### src/rtl/imem_loader_pkg.sv
// Shared types and constants for the host-to-instruction-memory loader.
// The frame marker and word-index width live here so the interface and the loader agree.
package imem_loader_pkg;

   typedef enum logic [2:0] {
      IDLE,
      COUNT,
      DATA,
      WRITE,
      CHECK,
      DONE,
      ERROR
   } state_t;

   localparam logic [7:0] SYNC_BYTE = 8'hA5;

   // Byte-addressed CPU bus of nbits covers 2**(nbits-2) 32-bit words.
   function automatic int widx_bits(input int nbits);
      return nbits - 2;
   endfunction

endpackage

### src/rtl/imem_loader_if.sv
// Byte-stream input, instruction-memory write port and status lines of the loader.
// master = host/top side, slave = loader side.
interface imem_loader_if
   import imem_loader_pkg::*;
#(
   parameter int NBITS       = 8,
   parameter int NINSTR_BITS = 32
) ();

   logic [7:0]                   in_data;
   logic                         in_valid;
   logic                         in_ready;
   logic                         imem_we;
   logic [widx_bits(NBITS)-1:0]  imem_addr;
   logic [NINSTR_BITS-1:0]       imem_wdata;
   logic                         cpu_hold;
   logic                         done;
   logic                         error;

   modport master (
      output in_data, in_valid,
      input  in_ready, imem_we, imem_addr, imem_wdata, cpu_hold, done, error
   );

   modport slave (
      input  in_data, in_valid,
      output in_ready, imem_we, imem_addr, imem_wdata, cpu_hold, done, error
   );

endinterface

### src/rtl/imem_loader.sv
// Assembles framed host bytes (SYNC, N, 4*N LE data bytes, CHK) into instruction words,
// writes them to instruction memory and holds the CPU in reset while a load is in flight.
module imem_loader
   import imem_loader_pkg::*;
#(
   parameter int NBITS       = 8,
   parameter int NINSTR_BITS = 32
) (
   input  logic          clock,
   input  logic          reset,
   imem_loader_if.slave  bus
);

   localparam int NW        = widx_bits(NBITS);
   localparam int MAX_WORDS = 1 << NW;

   typedef logic [NW-1:0] widx_t;
   // One extra bit so a full memory's worth of words (N == MAX_WORDS) is representable.
   typedef logic [NW:0]   cnt_t;

   state_t                 state_q,    state_d;
   logic [1:0]             byte_idx_q, byte_idx_d;
   widx_t                  word_idx_q, word_idx_d;
   cnt_t                   n_q,        n_d;
   logic [7:0]             sum_q,      sum_d;
   logic [NINSTR_BITS-1:0] wdata_q,    wdata_d;
   logic                   in_ready_q, in_ready_d;
   logic                   we_q,       we_d;
   logic                   hold_q,     hold_d;
   logic                   done_q,     done_d;
   logic                   error_q,    error_d;

   logic accept;
   logic is_sync;
   logic count_ok;
   logic last_word;

   always_comb begin
      // NOTE: every signal assigned here gets a default first; a path that leaves one
      // unassigned would infer a latch instead of combinational logic.
      state_d    = state_q;
      byte_idx_d = byte_idx_q;
      word_idx_d = word_idx_q;
      n_d        = n_q;
      sum_d      = sum_q;
      wdata_d    = wdata_q;

      accept    = bus.in_valid && in_ready_q;
      is_sync   = (bus.in_data == SYNC_BYTE);
      count_ok  = (bus.in_data != 8'd0) && ({8'd0, bus.in_data} <= 16'(MAX_WORDS));
      last_word = ({1'b0, word_idx_q} == (n_q - cnt_t'(1)));

      case (state_q)
         IDLE: begin
            if (accept && is_sync) state_d = COUNT;
         end
         COUNT: begin
            if (accept) begin
               if (!count_ok) begin
                  state_d = ERROR;
               end else begin
                  n_d        = cnt_t'(bus.in_data);
                  word_idx_d = '0;
                  byte_idx_d = '0;
                  sum_d      = '0;
                  state_d    = DATA;
               end
            end
         end
         DATA: begin
            if (accept) begin
               wdata_d[{byte_idx_q, 3'b000} +: 8] = bus.in_data;
               sum_d      = sum_q + bus.in_data;
               byte_idx_d = byte_idx_q + 2'd1;
               if (byte_idx_q == 2'd3) state_d = WRITE;
            end
         end
         WRITE: begin
            if (last_word) begin
               state_d = CHECK;
            end else begin
               word_idx_d = word_idx_q + widx_t'(1);
               byte_idx_d = '0;
               state_d    = DATA;
            end
         end
         CHECK: begin
            if (accept) state_d = (bus.in_data == sum_q) ? DONE : ERROR;
         end
         DONE: begin
            state_d = IDLE;
         end
         ERROR: begin
            if (accept && is_sync) state_d = COUNT;
         end
         default: state_d = IDLE;
      endcase

      // Outputs are decoded from the next state so they come straight out of flops.
      in_ready_d = !(state_d inside {WRITE, DONE});
      we_d       = (state_d == WRITE);
      done_d     = (state_d == DONE);
      hold_d     = !(state_d inside {IDLE, DONE});
      error_d    = (state_d == ERROR);
   end

   // NOTE: state is updated with non-blocking assignments so every flop samples the
   // pre-edge values; blocking here would make results depend on statement order.
   always_ff @(posedge clock) begin
      if (reset) begin
         state_q    <= IDLE;
         byte_idx_q <= '0;
         word_idx_q <= '0;
         n_q        <= '0;
         sum_q      <= '0;
         wdata_q    <= '0;
         in_ready_q <= 1'b1;
         we_q       <= 1'b0;
         hold_q     <= 1'b0;
         done_q     <= 1'b0;
         error_q    <= 1'b0;
      end else begin
         state_q    <= state_d;
         byte_idx_q <= byte_idx_d;
         word_idx_q <= word_idx_d;
         n_q        <= n_d;
         sum_q      <= sum_d;
         wdata_q    <= wdata_d;
         in_ready_q <= in_ready_d;
         we_q       <= we_d;
         hold_q     <= hold_d;
         done_q     <= done_d;
         error_q    <= error_d;
      end
   end

   assign bus.in_ready   = in_ready_q;
   assign bus.imem_we    = we_q;
   assign bus.imem_addr  = word_idx_q;
   assign bus.imem_wdata = wdata_q;
   assign bus.cpu_hold   = hold_q;
   assign bus.done       = done_q;
   assign bus.error      = error_q;

endmodule

### src/flat_wrapper.sv
// flat-port wrapper written by rule: the top's interface ports become plain ports
module imem_loader_flat import imem_loader_pkg::*;
#(
   parameter int NBITS       = 8,
   parameter int NINSTR_BITS = 32
)
  (clock, reset, bus_in_data, bus_in_valid, bus_in_ready, bus_imem_we, bus_imem_addr, bus_imem_wdata, bus_cpu_hold, bus_done, bus_error);
  imem_loader_if #(.NBITS(NBITS), .NINSTR_BITS(NINSTR_BITS)) bus_i ();
  input  logic clock;
  input  logic reset;
  input wire logic [$bits(bus_i.in_data)-1:0] bus_in_data;
  input wire logic [$bits(bus_i.in_valid)-1:0] bus_in_valid;
  output wire logic [$bits(bus_i.in_ready)-1:0] bus_in_ready;
  output wire logic [$bits(bus_i.imem_we)-1:0] bus_imem_we;
  output wire logic [$bits(bus_i.imem_addr)-1:0] bus_imem_addr;
  output wire logic [$bits(bus_i.imem_wdata)-1:0] bus_imem_wdata;
  output wire logic [$bits(bus_i.cpu_hold)-1:0] bus_cpu_hold;
  output wire logic [$bits(bus_i.done)-1:0] bus_done;
  output wire logic [$bits(bus_i.error)-1:0] bus_error;
  assign bus_i.in_data = bus_in_data;
  assign bus_i.in_valid = bus_in_valid;
  assign bus_in_ready = bus_i.in_ready;
  assign bus_imem_we = bus_i.imem_we;
  assign bus_imem_addr = bus_i.imem_addr;
  assign bus_imem_wdata = bus_i.imem_wdata;
  assign bus_cpu_hold = bus_i.cpu_hold;
  assign bus_done = bus_i.done;
  assign bus_error = bus_i.error;
  imem_loader #(.NBITS(NBITS), .NINSTR_BITS(NINSTR_BITS)) u_core (.clock(clock), .reset(reset), .bus(bus_i));
endmodule
### config.mk
export PLATFORM = sky130hd
export DESIGN_NAME = imem_loader_flat
export DESIGN_NICKNAME = d
export VERILOG_FILES = /design/src/rtl/imem_loader_pkg.sv /design/src/rtl/imem_loader_if.sv /design/src/rtl/imem_loader.sv /design/src/flat_wrapper.sv
export SDC_FILE = /design/constraint.sdc
export NUM_CORES = 1
export LEC_CHECK = 0
export CAP_MARGIN = 20
export CORE_MARGIN = 4
export CORE_UTILIZATION = 25
export CTS_CLUSTER_DIAMETER = 60
export DETAILED_ROUTE_END_ITERATION = 16
export GPL_TIMING_DRIVEN = 0
export HOLD_SLACK_MARGIN = 0.05
export PLACE_DENSITY = 0.53
export SYNTH_ARGS = -nofsm -noshare
export SYNTH_HDL_FRONTEND = slang
export SYNTH_SLANG_ARGS = --single-unit
### constraint.sdc
create_clock -name clock -period 3.85 [get_ports clock]
set_input_delay 0.385 -clock clock [delete_from_list [all_inputs] [get_ports clock]]
set_output_delay 0.385 -clock clock [all_outputs]
set_load 0.01 [all_outputs]
* After elaboration in Yosys (flattened, before gate mapping)
Cells that the tools add are included.
Cells by class: add/subtract/negate cells 5, magnitude comparators 1, eq/ne operators 16, shift-type cells 2, muxes and demuxes 23, reductions and logical operators 19
Operator list (count):
- bitwise mux 32 bit | 1
- variable shift 8 x 7 -> 32 bit, first input constant | 1
- indexed part select 8 x 7 -> 32 bit | 1
- 2-to-1 mux 8 bit | 3
- 2-to-1 mux 3 bit | 7
- 2-to-1 mux 6 bit | 3
- one-hot mux 8 bit (2 select lines) | 1
- one-hot mux 3 bit (5 select lines) | 1
- == test 3 bit, second input constant | 4
- one-hot mux 6 bit (2 select lines) | 1
- 2-to-1 mux 2 bit | 5
- == test 3 x 2 -> 1 bit, second input constant | 3
- adder 8 bit | 1
- == test 8 bit | 1
- == test 8 bit, second input constant | 1
- less-or-equal comparator 8 x 7 -> 1 bit, second input constant | 1
- AND reduction 4 bit | 2
- nonzero test 2 bit | 4
- nonzero test 8 bit | 1
- == test 6 x 7 -> 1 bit | 1
- negator 5 -> 7 bit | 1
- subtractor 7 x 1 -> 7 bit, second input constant | 1
- adder 6 x 1 -> 6 bit, second input constant | 1
- logical NOT 3 bit | 2
- other kinds (13) | 18
Word-level totals: register bits 63, input bits 11, output and inout bits 43

* Depth between registers and ports, before layout
depth in word-level cells 8, depth in mapped cells 10, depth with buffers taken out 8

* Least setup slack after synthesis
Ideal clock, no wire load.
path type register to register, from register u_core.n_q[0], to register u_core.word_idx_q[2] (netlist: u_core.bus.imem_addr[2]), setup time 115 ps, data arrival time 2086 ps, required time 3735 ps, setup slack 1649 ps, stages on the path, launching flop included 10, path buffers 1, cell sequence dfxtp_1 -> buf_2 -> inv_1 -> ha_1 -> o21bai_1 -> a2111oi_0 -> a221oi_1 -> a211o_1 -> and4_1 -> o21a_1
Between the ends: longest elaborated chain between the ends 4
Ends and longest elaborated chain:
- from (decl) | line imem_loader.sv:24 | cnt_t n_q, n_d;
- from (signal assigned) | line imem_loader.sv:126 | n_q <= n_d;
- subtractor 7 x 1 -> 7 bit | line imem_loader.sv:51 | last_word = ({1'b0, word_idx_q} == (n_q - cnt_t'(1)));
- == test 6 x 7 -> 1 bit | line imem_loader.sv:51
- inequality test 2 bit (no line)
- AND reduction 4 bit (no line)
- to (signal assigned) | line imem_loader.sv:125 | word_idx_q <= word_idx_d;
- to (decl) | line imem_loader.sv:23 | widx_t word_idx_q, word_idx_d;
Every way passes these cells. A chain may end at the register's enable or synchronous reset.

* Worst setup path in the final report
from input port bus_in_data[5], to register u_core.done_q (netlist: u_core.bus.done)
Between the ends: longest elaborated chain between the ends 6
Ends and longest elaborated chain:
- from (decl) | line flat_wrapper.sv:11 | input wire logic [$bits(bus_i.in_data)-1:0] bus_in_data;
- less-or-equal comparator 8 x 7 -> 1 bit or nonzero test 8 bit (tied branches) | line imem_loader.sv:50 | count_ok = (bus.in_data != 8'd0) && ({8'd0, bus.in_data} <= 16'(MAX_WORDS));
- logical AND 1 bit | line imem_loader.sv:50
- 2-to-1 mux 3 bit | line imem_loader.sv:59 | if (!count_ok) begin
- 2-to-1 mux 3 bit | line imem_loader.sv:58 | if (accept) begin
- one-hot mux 3 bit (5 select lines) * | line imem_loader.sv:53 | case (state_q)
- == test 3 bit * | line imem_loader.sv:102 | done_d = (state_d == DONE);
- to (signal assigned) | line imem_loader.sv:132 | done_q <= done_d;
- to (decl) | line imem_loader.sv:30 | logic done_q, done_d;
Every way passes the cells marked *; elsewhere a longest branch is shown, timed or not.

==> results.sh <==
export IMPL_maxCapViolCount=0
export IMPL_worst_slack_ps=1100
export IMPL_clk_latency_ps=330
export IMPL_drc_errors=0
export IMPL_avgSynthCellArea_um2=7.94
export IMPL_critical_path_buf_inv_count=1
export IMPL_ys_ff_latch=63
export IMPL_grt_start_max_net_pins=12
export IMPL_slew_viol_final=0
export IMPL_switchingPower_uw=332
export IMPL_synthTopCellsByArea="dfxtp_1, a21oi_1, nand2_1"
export IMPL_syn_to_final_growth_pct=32.5
export IMPL_via_per_inst=4.82
export IMPL_core_um2=12700
export IMPL_max_freq_ghz=0.364
export IMPL_grt_pass1_wl_um=15300
export IMPL_htreeDepth=3
export IMPL_totalPowerFinal_mw=1.58
export IMPL_drtIter0Drc=207
export IMPL_numCtsBuffers=9
export IMPL_worst_path_largest_cell_delay_ps=650
export IMPL_endpoint_kind="register"
export IMPL_worst_slew_pin_slew_ps=961
export IMPL_first_pass_iters=4
export IMPL_grt_ovfl_total=0
export IMPL_ctsHoldBuffers=0
export IMPL_crit_slowest_cell="clkdlybuf4s50_1"
export IMPL_synth_top_area_share_pct=38.7
export IMPL_grtUsageTotal_pct=13.0
export IMPL_cp_start_kind="primary input"
export IMPL_critPathTopFamily="simple AND/OR/NAND/NOR gates"
export IMPL_synth_area_um2=3260
export IMPL_wl_um=9510
export IMPL_placed_cells_incl_taps=634
export IMPL_initial_core_util_pct=25.7
export IMPL_setup_viol=0
export IMPL_hold_path_class="reg2reg"
export IMPL_num_rows=41
export IMPL_vdd_drop_max_mv=0.202
export IMPL_p_comb_share_pct=3.7
export IMPL_final_cells=649
export IMPL_async_reset_ff_share_pct=0
export IMPL_finalCritPeriodShare_pct=71.3
export IMPL_cts_sinks=63
export IMPL_sequentialPowerShare_pct=41.2
export IMPL_synth_flop_cell="dfxtp_1"
export IMPL_dp_hpwl_um=6940
export IMPL_drive_gt1_share_pct=5.87
export IMPL_numPortBuffers=52
export IMPL_power_share_clock_pct=55.1
export IMPL_place_congestion=0.793
export IMPL_yosys_cell_types_count=56
export IMPL_period_minus_slack_ps=2750
export IMPL_synth_edff_count=0
export IMPL_die_w_um=122
export IMPL_nets=500
export IMPL_worstPathArrival_ps=2990
export IMPL_sw_frac_of_total_pct=21.0
export IMPL_internal_power_mw=1.25
export IMPL_dieArea_um2=14900
export IMPL_postCtsSetupRepairBufs=0
export IMPL_worstPathRequired_ps=4090
export IMPL_place_ws_ps=751
export IMPL_wl_per_cell_um=14.6
export IMPL_vias=3131
export IMPL_critical_path_class="in2reg"
export IMPL_fp_dieH_um=122
export IMPL_grt_pass1_vias=3116
export IMPL_fin_skew_ps=6.22
export IMPL_final_cell_mix="nand2_1, dfxtp_1, a21oi_1"
export IMPL_clk_pin_slew_ps=50
export IMPL_clock_path_buffers=2
export IMPL_syn_num_nets=437
export IMPL_slew_headroom_pct=35.8
export IMPL_yosys_warnings=0
export IMPL_postSynthCellCount=410
export IMPL_synth_seq_area_share_pct=38.7
export IMPL_status="completed"
export IMPL_diodes=0
export IMPL_post_cts_resized=0
export IMPL_finalSetupTns_ps=0
export IMPL_grt_antenna_before_repair=0
export IMPL_critPathMaxFanout=8
export IMPL_powerDensity_nw_per_um2=367
export IMPL_ant_nets=0
export IMPL_yosys_area_top_type="dfxtp_1"
export IMPL_rsz0062_at_grt="no"
export IMPL_cp_cell_sequence="clkdlybuf4s50_1, ha_1, nor4_1, nand4_1, or4_1, nand3_1, nand2_1, nor3b_1"
export IMPL_leakagePower_nw=1.46
export IMPL_cts_root_buf="clkbuf_16"
export IMPL_cts_tree="done"
export IMPL_ios=54
export IMPL_final_hold_violation_count=0
export IMPL_mostFrequentLayoutCell="nand2_1"
Yosys cell counts, drive strengths merged (5+ instances only):
| cell type | count |
|---|---|
| a21oi | 58 |
| and2 | 7 |
| buf | 7 |
| clkbuf | 14 |
| dfxtp | 63 |
| ha | 15 |
| inv | 13 |
| nand2 | 74 |
| nand3 | 43 |
| nor2 | 12 |
| nor2b | 5 |
| nor3 | 12 |
| o211ai | 7 |
| o21ai | 6 |
| or3 | 7 |
| xnor2 | 6 |
| xor2 | 5 |
stage by stage:
| stage | cell area [µm²] | hold slack (ps) | util [%] |
|---|---|---|---|
| 4_1_cts | 4310 | 453 | 34.0 |
| 3_5_place_dp | 3990 | 448 | 31.5 |
| 5_1_grt | 4310 | 466 | 34.0 |
| 2_1_floorplan | 3260 | 436 | - |
| 3_3_place_gp | 3990 | 444 | 31.5 |
| 6_report | 4310 | 448 | 34.0 |
layer usage:
layer  share of wire (%)  track usage [%]  vias up
met2                  48             20.5       49
met5                   0                0        -
met1                  46             16.8     1484
li1                    -                -     1587
met4                 1.5             5.74        0
met3                 3.9             3.44       11
worst paths after layout:
path                                              start                                     to  slack, ps  depth (start not counted)
hold reg to reg   u_core.bus.imem_wdata[9]$_SDFFE_PP0P_  u_core.bus.imem_wdata[9]$_SDFFE_PP0P_        450                          2
setup reg to reg             u_core.n_q[1]$_SDFFE_PP0P_            u_core.bus.error$_SDFF_PP0_       1260                          8
hold / removal    u_core.bus.imem_wdata[9]$_SDFFE_PP0P_  u_core.bus.imem_wdata[9]$_SDFFE_PP0P_        450                          2
setup / recovery                         bus_in_data[5]             u_core.bus.done$_SDFF_PP0_       1100                          8
area by class of cell:
| type | count | area [µm²] |
|---|---|---|
| buffer | 21 | 87.6 |
| clock inverter | 5 | 82.6 |
| tap | 172 | 215 |
| timing repair buffer | 52 | 520 |
| inverter | 13 | 48.8 |
| multi-input combinational | 313 | 1860 |
| clock buffer | 10 | 239 |
| sequential | 63 | 1260 |
| fill | 1308 | 8360 |
power by group through the flow:
stage	clock, mW	sequential, mW	combinational, mW
global route	0.914	0.652	0.0634
global placement	0	0.667	0.0579
CTS	0.892	0.652	0.0583
detailed placement	0	0.667	0.0580
floorplan	0	0.667	0.0267
finish	0.872	0.653	0.0581
sequential cells by signal, summed over array words and instances, names as in the netlist, 2 cells and up:
register               count
u_core.bus.imem_wdata     32
u_core.sum_q               8
u_core.n_q                 7
u_core.bus.imem_addr       6
u_core.state_q             3
u_core.byte_idx_q          2
worst reg2reg max path, cell delays in order (launching register included):
cell and delay, ps:
dfxtp_1 490, inv_1 90, ha_1 280, o21bai_1 190, a2111oi_0 420, a221oi_1 160, a211oi_2 470, a21oi_1 200
nor4_1 200
cells by family (layout without fill, tap and decap cells):
family	Yosys count	count (layout)	share of synthesized area, %
XOR/XNOR	11	11	2.96
buffers and inverters	34	101	4.19
AND/OR/NAND/NOR	187	187	28.7
AO/OA/AOI/OAI	96	96	18.1
multiplexers	3	3	0.922
flip-flops	63	63	38.7
adder cells (fa/ha/maj)	16	16	6.38
No activity file was read; power rests on OpenSTA's default activity.
